[config.mk]
export PLATFORM = sky130hd
export DESIGN_NAME = stopwatch_ctrl
export DESIGN_NICKNAME = d
export VERILOG_FILES = /design/src/rtl/stopwatch_pkg.sv /design/src/rtl/rise_edge.sv /design/src/rtl/stopwatch_ctrl.sv
export SDC_FILE = /design/constraint.sdc
export NUM_CORES = 1
export LEC_CHECK = 0
export BUFFER_PORTS_ARGS = -buffer_cell sky130_fd_sc_hd__buf_2
export CORE_ASPECT_RATIO = 1.2
export CORE_UTILIZATION = 34
export DETAILED_ROUTE_END_ITERATION = 10
export GPL_TIMING_DRIVEN = 0
export SETUP_SLACK_MARGIN = 0.3
export SYNTH_ARGS = -nofsm -noshare
export SYNTH_HDL_FRONTEND = slang
export SYNTH_SLANG_ARGS = --single-unit
[constraint.sdc]
create_clock -name clk -period 3.2 [get_ports clk]
set_input_delay 0.32 -clock clk [delete_from_list [all_inputs] [get_ports clk]]
set_output_delay 0.32 -clock clk [all_outputs]
set_load 0.02 [all_outputs]
[src/rtl/stopwatch_pkg.sv]
// rtl/stopwatch_pkg.sv - shared state encoding and time-field widths for the stopwatch controller
package stopwatch_pkg;
  localparam int MIN_W = 6;
  localparam int SEC_W = 6;
  localparam int HUN_W = 7;

  typedef enum logic [1:0] {
    ST_IDLE  = 2'd0,
    ST_RUN   = 2'd1,
    ST_PAUSE = 2'd2,
    ST_LAP   = 2'd3
  } sw_state_e;
endpackage

[src/rtl/rise_edge.sv]
// rtl/rise_edge.sv - registered rising-edge detector; previous value resets high so a held button is silent
module rise_edge (
  input  logic clk,
  input  logic reset_n,
  input  logic din,
  output logic rise
);
  logic prev_q;
  logic prev_d;

  always_comb prev_d = din;

  always_ff @(posedge clk or negedge reset_n) begin
    if (!reset_n) prev_q <= 1'b1;
    else          prev_q <= prev_d;
  end

  assign rise = din & ~prev_q;
endmodule

[src/rtl/stopwatch_ctrl.sv]
// rtl/stopwatch_ctrl.sv - stopwatch control FSM: button events, hundredth tick divider, lap capture
module stopwatch_ctrl
  import stopwatch_pkg::*;
#(
  parameter int DIV   = 500_000,
  parameter int LAP_W = 4
) (
  input  logic             clk,
  input  logic             reset_n,
  input  logic             start_stop,
  input  logic             lap,
  input  logic             clear,
  input  logic [MIN_W-1:0] live_mins,
  input  logic [SEC_W-1:0] live_secs,
  input  logic [HUN_W-1:0] live_hundredths,
  output logic             run,
  output logic             tick,
  output logic             clear_pulse,
  output logic             freeze,
  output logic [MIN_W-1:0] disp_mins,
  output logic [SEC_W-1:0] disp_secs,
  output logic [HUN_W-1:0] disp_hundredths,
  output logic [LAP_W-1:0] lap_cnt,
  output logic [1:0]       state
);
  localparam int              DIV_W    = (DIV > 2) ? $clog2(DIV) : 1;
  localparam logic [DIV_W-1:0] DIV_LAST = DIV_W'(DIV - 1);
  localparam logic [LAP_W-1:0] LAP_MAX  = {LAP_W{1'b1}};

  sw_state_e        state_q, state_d;
  logic [DIV_W-1:0] div_q, div_d;
  logic [LAP_W-1:0] lap_cnt_q, lap_cnt_d;
  logic [MIN_W-1:0] lap_m_q, lap_m_d;
  logic [SEC_W-1:0] lap_s_q, lap_s_d;
  logic [HUN_W-1:0] lap_h_q, lap_h_d;
  logic             clear_pulse_q, clear_pulse_d;
  logic             ss_ev, lap_ev, clr_ev;

  rise_edge u_ss_edge  (.clk(clk), .reset_n(reset_n), .din(start_stop), .rise(ss_ev));
  rise_edge u_lap_edge (.clk(clk), .reset_n(reset_n), .din(lap),        .rise(lap_ev));
  rise_edge u_clr_edge (.clk(clk), .reset_n(reset_n), .din(clear),      .rise(clr_ev));

  assign run = (state_q == ST_RUN) || (state_q == ST_LAP);

  always_comb begin
    state_d       = state_q;
    div_d         = div_q;
    lap_cnt_d     = lap_cnt_q;
    lap_m_d       = lap_m_q;
    lap_s_d       = lap_s_q;
    lap_h_d       = lap_h_q;
    clear_pulse_d = 1'b0;

    if (run) div_d = (div_q == DIV_LAST) ? '0 : div_q + 1'b1;

    // Only the highest-priority event of a cycle is considered, even if the state ignores it.
    if (clr_ev) begin
      if (state_q == ST_PAUSE) begin
        state_d       = ST_IDLE;
        clear_pulse_d = 1'b1;
        div_d         = '0;
        lap_cnt_d     = '0;
        lap_m_d       = '0;
        lap_s_d       = '0;
        lap_h_d       = '0;
      end
    end else if (ss_ev) begin
      case (state_q)
        ST_IDLE:  state_d = ST_RUN;
        ST_RUN:   state_d = ST_PAUSE;
        ST_LAP:   state_d = ST_PAUSE;
        ST_PAUSE: state_d = ST_RUN;
        default:  state_d = ST_IDLE;
      endcase
    end else if (lap_ev && run) begin
      state_d   = ST_LAP;
      lap_m_d   = live_mins;
      lap_s_d   = live_secs;
      lap_h_d   = live_hundredths;
      lap_cnt_d = (lap_cnt_q == LAP_MAX) ? lap_cnt_q : lap_cnt_q + 1'b1;
    end
  end

  always_ff @(posedge clk or negedge reset_n) begin
    if (!reset_n) begin
      state_q       <= ST_IDLE;
      div_q         <= '0;
      lap_cnt_q     <= '0;
      lap_m_q       <= '0;
      lap_s_q       <= '0;
      lap_h_q       <= '0;
      clear_pulse_q <= 1'b0;
    end else begin
      state_q       <= state_d;
      div_q         <= div_d;
      lap_cnt_q     <= lap_cnt_d;
      lap_m_q       <= lap_m_d;
      lap_s_q       <= lap_s_d;
      lap_h_q       <= lap_h_d;
      clear_pulse_q <= clear_pulse_d;
    end
  end

  assign tick            = run && (div_q == DIV_LAST);
  assign clear_pulse     = clear_pulse_q;
  assign freeze          = (state_q == ST_LAP);
  assign disp_mins       = freeze ? lap_m_q : live_mins;
  assign disp_secs       = freeze ? lap_s_q : live_secs;
  assign disp_hundredths = freeze ? lap_h_q : live_hundredths;
  assign lap_cnt         = lap_cnt_q;
  assign state           = state_q;
endmodule

Word-level counts from Yosys, hierarchy flattened:

Cells that the tools add are included.

* bits of input ports: 24
* register bits after elaboration: 48
* word-level logic and storage cells: 67
* output and inout bits: 29

* $add $sub $neg: 2
* reduce and logical (&&, ||, !) cells: 11
* bitwise logic cells: 6
* mux-type cells: 30
* eq/ne operators: 8

Operators by type and width (number)
* 19-bit 2-to-1 mux: 4
* 6-bit 2-to-1 mux: 9
* 7-bit 2-to-1 mux: 5
* 4-bit 2-to-1 mux: 5
* 19-bit by 1-bit adder with 19-bit output, second input constant: 1
* 19-bit equality test, second input constant: 1
* 2-bit 2-to-1 mux: 4
* 4-bit by 1-bit adder with 4-bit output, second input constant: 1
* 2-bit equality test, second input constant: 2
* 4-bit equality test, second input constant: 1
* 2-bit by 1-bit inequality test with 1-bit output, second input constant: 2
* 2-bit case mux with 2 select lines: 1
* 4-bit AND reduction: 1
* 2-bit OR reduction: 2
* 1-bit AND: 3
* 1-bit NOT: 3
* 3-bit AND reduction: 1
* 3-bit nonzero test: 1
* 2-bit by 1-bit equality test with 1-bit output, second input constant: 1
* 1-bit logical AND: 2
* 2-bit logical NOT: 1
* 1-bit 2-to-1 mux: 2
* 2-bit inequality test, second input constant: 1
* 2-bit AND reduction: 1
* other kinds (2): 2

Longest topological paths before layout:

* depth after elaboration: 6
* mapped depth: 7

Cells and area by module:

From an unflattened synthesis, not the netlist that was laid out.

* cells, all modules: 208
* area total of the unflattened synthesis: 2358.5 um2

Modules (own cells, without submodules)
* stopwatch_ctrl: cells each 202, area an instance 2238.4 um2, times used 1, seq. area each 1126.1 um2
* rise_edge: cells each 2, area an instance 40.0 um2, times used 3, seq. area each 26.3 um2

Least setup slack after synthesis:

No wires, ideal clock.

* path kind: reg-to-output
* start: register div_q[0]
* end: output port tick
* path buffers: 1
* data arrival time: 1.593 ns
* path slack: 1.287 ns
* cell stages (with the launch flop): 6
* cell sequence: dfrtp_1 ha_1 and4_1 buf_2 nand3_2 nor3_1

* longest elaborated chain between the ends: 2

Ends and longest elaborated chain
* start, declared: RTL line stopwatch_ctrl.sv:31 `logic [DIV_W-1:0] div_q, div_d;`
* start signal, assigned: RTL line stopwatch_ctrl.sv:95 `div_q <= div_d;`
* 19-bit equality test: RTL line stopwatch_ctrl.sv:104 `assign tick = run && (div_q == DIV_LAST);`
* 1-bit logical AND: RTL line stopwatch_ctrl.sv:104
* end, declared: RTL line stopwatch_ctrl.sv:17 `output logic tick,`

Every way passes these cells.

Worst setup path in the final report:

* start: register state_q[0], in the netlist state[0]
* end: output port disp_mins[1]

* longest elaborated chain between the ends: 2

Ends and longest elaborated chain
* start, declared: RTL line stopwatch_ctrl.sv:30 `sw_state_e state_q, state_d;`
* start signal, assigned: RTL line stopwatch_ctrl.sv:94 `state_q <= state_d;`
* 2-bit equality test: RTL line stopwatch_ctrl.sv:106 `assign freeze = (state_q == ST_LAP);`
* 6-bit 2-to-1 mux: RTL line stopwatch_ctrl.sv:107 `assign disp_mins = freeze ? lap_m_q : live_mins;`
* end, declared: RTL line stopwatch_ctrl.sv:20 `output logic [MIN_W-1:0] disp_mins,`

Every way passes these cells.

==> flow_metrics.tcl <==
set metrics [dict create \
    relSlewSlack_pct 28.7 \
    max_freq_mhz 408 \
    hold_depth 1 \
    avgSynthCellArea_sq_um 11.3 \
    cts_inserted_buffers 5 \
    ios 53 \
    num-fill-cells 681 \
    grt_start_max_net_pins 49 \
    crit_type "register to primary output" \
    seq_area_frac_synth_pct 51.0 \
    nets 294 \
    numClockSinks 48 \
    clock_latency_ns 0.30 \
    clk_pin_slew_ns 0.09 \
    ir_drop_v 0.000378 \
    synth_area_leaders "dfrtp_1, mux2_2, a22o_1" \
    slew_violations 0 \
    die_w_um 78.1 \
    skew_ns 0.00941 \
    rsz0062_at_grt "false" \
    p_leak_nw 1.32 \
    routedWlPerCell_um 14.0 \
    layout-drive-gt1-share_pct 34.9 \
    grt_overflow_total 0 \
    r2r_end "div_q[7]" \
    route.detailed.drc 0 \
    rows 32 \
    synth_seq_cells 48 \
    core_sq_mm 0.00657 \
    num_vias 1808 \
    worstHoldPathType "primary input to register" \
    yosys_warnings 0 \
    cpMostUsedCell "buf_2" \
    path_buf_inv 3 \
    hp-start "lap" \
    port-buffer-count 52 \
    synth_area_leader_cell "dfrtp_1" \
    post-route-period-util_pct 76.7 \
    reg2regPathDepth 7 \
    r2r-start "div_q[0]" \
    start_kind "register" \
    syn_nets 235 \
    post_cts_resized 0 \
    synth_cells 209 \
    path_cells "buf_2 -> nand2_1 -> clkbuf_1 -> mux2_2 -> buf_2" \
    hold_viol_final 0 \
    drtIter0Drc 71 \
    grtUsageTotal_pct 14.9 \
    holdPathEnd "u_lap_edge.prev_q" \
    die_area_sq_mm 0.00729 \
    regToRegSetupSlack_ns 1.13 \
    htree_levels 2 \
    fin_tns_setup_ns 0 \
    fin_util_pct 43.0 \
    worst_slew_pin_slew_ns 1.07 \
    period_needed_ns 2.45 \
    end_kind "primary output" \
    synth.distinct_cells 42 \
    gp_congestion 0.744 \
    postRouteWirelength_um 4970 \
    power_w 0.00219 \
    hold_buffers 0 \
    cpPeakStageDelay_ns 0.47 \
    initial_utilization_pct 36.0 \
    cp.arrival_ns 2.13 \
    syn-cell-area_sq_mm 0.00236 \
    diodes 0 \
    cp.required_ns 2.88 \
    cts_tree "built" \
    cp_max_fo 10 \
    area_delta_synth_final_pct 19.4 \
    setup_viol 0 \
    grt_antenna_before_repair 0 \
    hpwl_um 3500 \
    grt_pass1_wl_um 8630 \
    status "finished, final reports clean" \
    fp.dieH_um 93.4 \
    vias_per_cell 5.11 \
    synth_top_area_share_pct 47.6 \
    cts_setup_buffers 0 \
    ant_nets 0 \
    crit_family "buffers and inverters" \
    critPathSlowestCell "dfrtp_1" \
    dr.pass1.iters 4 \
    mostFrequentLayoutCell "buf_2" \
    layout.cells.most_common_list "buf_2, dfrtp_1, mux2_2, nor2_1, a22o_1" \
    max_cap_viol_count 0 \
    clockBufferDepth 2 \
    clockRootBuffer "clkbuf_8" \
    p_per_area_mw_per_mm2 776 \
    grt_pass1_vias 1820 \
]
stage by stage:
| stage | area [sq um] | setup slack, ns | cells | hold WS, ns |
|---|---|---|---|---|
| 2_1_floorplan | 2360 | 1.29 | 209 | 0.0244 |
| 3_3_place_gp | 2730 | 1.09 | 346 | 0.435 |
| 3_5_place_dp | 2730 | 1.05 | 346 | 0.436 |
| 4_1_cts | 2820 | 0.736 | 354 | 0.102 |
| 5_1_grt | 2820 | 0.588 | 354 | 0.103 |
| 6_report | 2820 | 0.746 | 354 | 0.115 |
routing by layer:
metal | global-route usage, % | vias to the layer above | part of all wire [%]
met4 | 3.24 | 0 | 0.93
met3 | 3.90 | 5 | 4.9
li1 | - | 875 | -
met1 | 19.0 | 887 | 46
met2 | 25.2 | 41 | 48
met5 | 0 | - | 0
registers in the layout, summed over array words and instances (netlist names):
signal / flops
div_q: 19
lap_h_q: 7
lap_m_q: 6
lap_s_q: 6
lap_cnt: 4
state: 2
clear_pulse: 1
u_clr_edge.prev_q: 1
u_lap_edge.prev_q: 1
u_ss_edge.prev_q: 1
cells in the mapped netlist:
cell type	number
ha_1	2
nand4_2	1
or2_1	1
clkbuf_1	5
nor3_1	2
o31ai_1	1
a31oi_1	1
a21oi_2	1
buf_6	1
nor2b_1	4
and4_1	2
nand3_2	1
mux2i_1	3
nor4_1	5
o22ai_1	1
dfrtp_1	45
a21oi_1	5
or4_4	1
a22o_1	19
inv_1	7
o22a_1	1
or3_1	2
nand3b_1	1
o21ai_0	2
mux2_2	19
xnor2_1	10
and3_1	2
a41oi_1	1
o211ai_1	1
dfstp_2	3
nand4b_1	2
o31ai_4	1
nor4b_1	2
a31o_2	1
xor2_1	5
nand3_1	8
nand2b_1	2
buf_2	4
nand2_1	7
nand4_1	7
nor4_2	1
nor2_1	19
where the power goes:
| part | switching, W | internal (W) | leakage (nW) |
|---|---|---|---|
| combinational | 0.000484 | 0.000389 | 0.640 |
| clock | 0.000205 | 0.000173 | 0.0510 |
| sequential | 0.000152 | 0.000789 | 0.626 |
| total | 0.000841 | 0.00135 | 1.32 |
layout make-up:
cell class | instances | area (sq um) | share of cell area [%]
sequential | 48 | 1200 | 42.7
multi-input combinational | 144 | 1080 | 38.4
clock inverter | 2 | 10.0 | 0.354
buffer | 10 | 50.0 | 1.77
timing repair buffer | 52 | 260 | 9.22
inverter | 7 | 26.3 | 0.930
clock buffer | 6 | 82.6 | 2.92
tap | 85 | 106 | 3.77
worst max path at each step:
stage / cells after the start / end / slack, ns / startpoint
floorplan: 5 / tick / 1.29 / div_q[0]
global placement: 5 / disp_mins[0] / 1.09 / state[0]
detailed placement: 5 / disp_secs[5] / 1.05 / state[0]
CTS: 5 / disp_secs[5] / 0.74 / state[0]
global route: 5 / disp_secs[4] / 0.59 / state[0]
finish: 5 / disp_mins[1] / 0.75 / state[0]
worst reg2reg max path, stage by stage, from the launching register on:
cell,delay [ns]
dfrtp_1,0.45
ha_1,0.22
and4_1,0.19
buf_2,0.17
nand3_2,0.14
o31ai_4,0.51
buf_6,0.22
nor2_1,0.06
logic make-up after synthesis:
logic type | synth area share [%]
and+or+nand+nor | 16.8
DFF | 51.0
AOI/OAI and AO/OA | 12.1
muxes | 10.3
buffers and inverters | 3.23
xor gates and xnor gates | 5.56
adders and majority gates | 1.06
No activity file was read; power rests on OpenSTA's default activity.
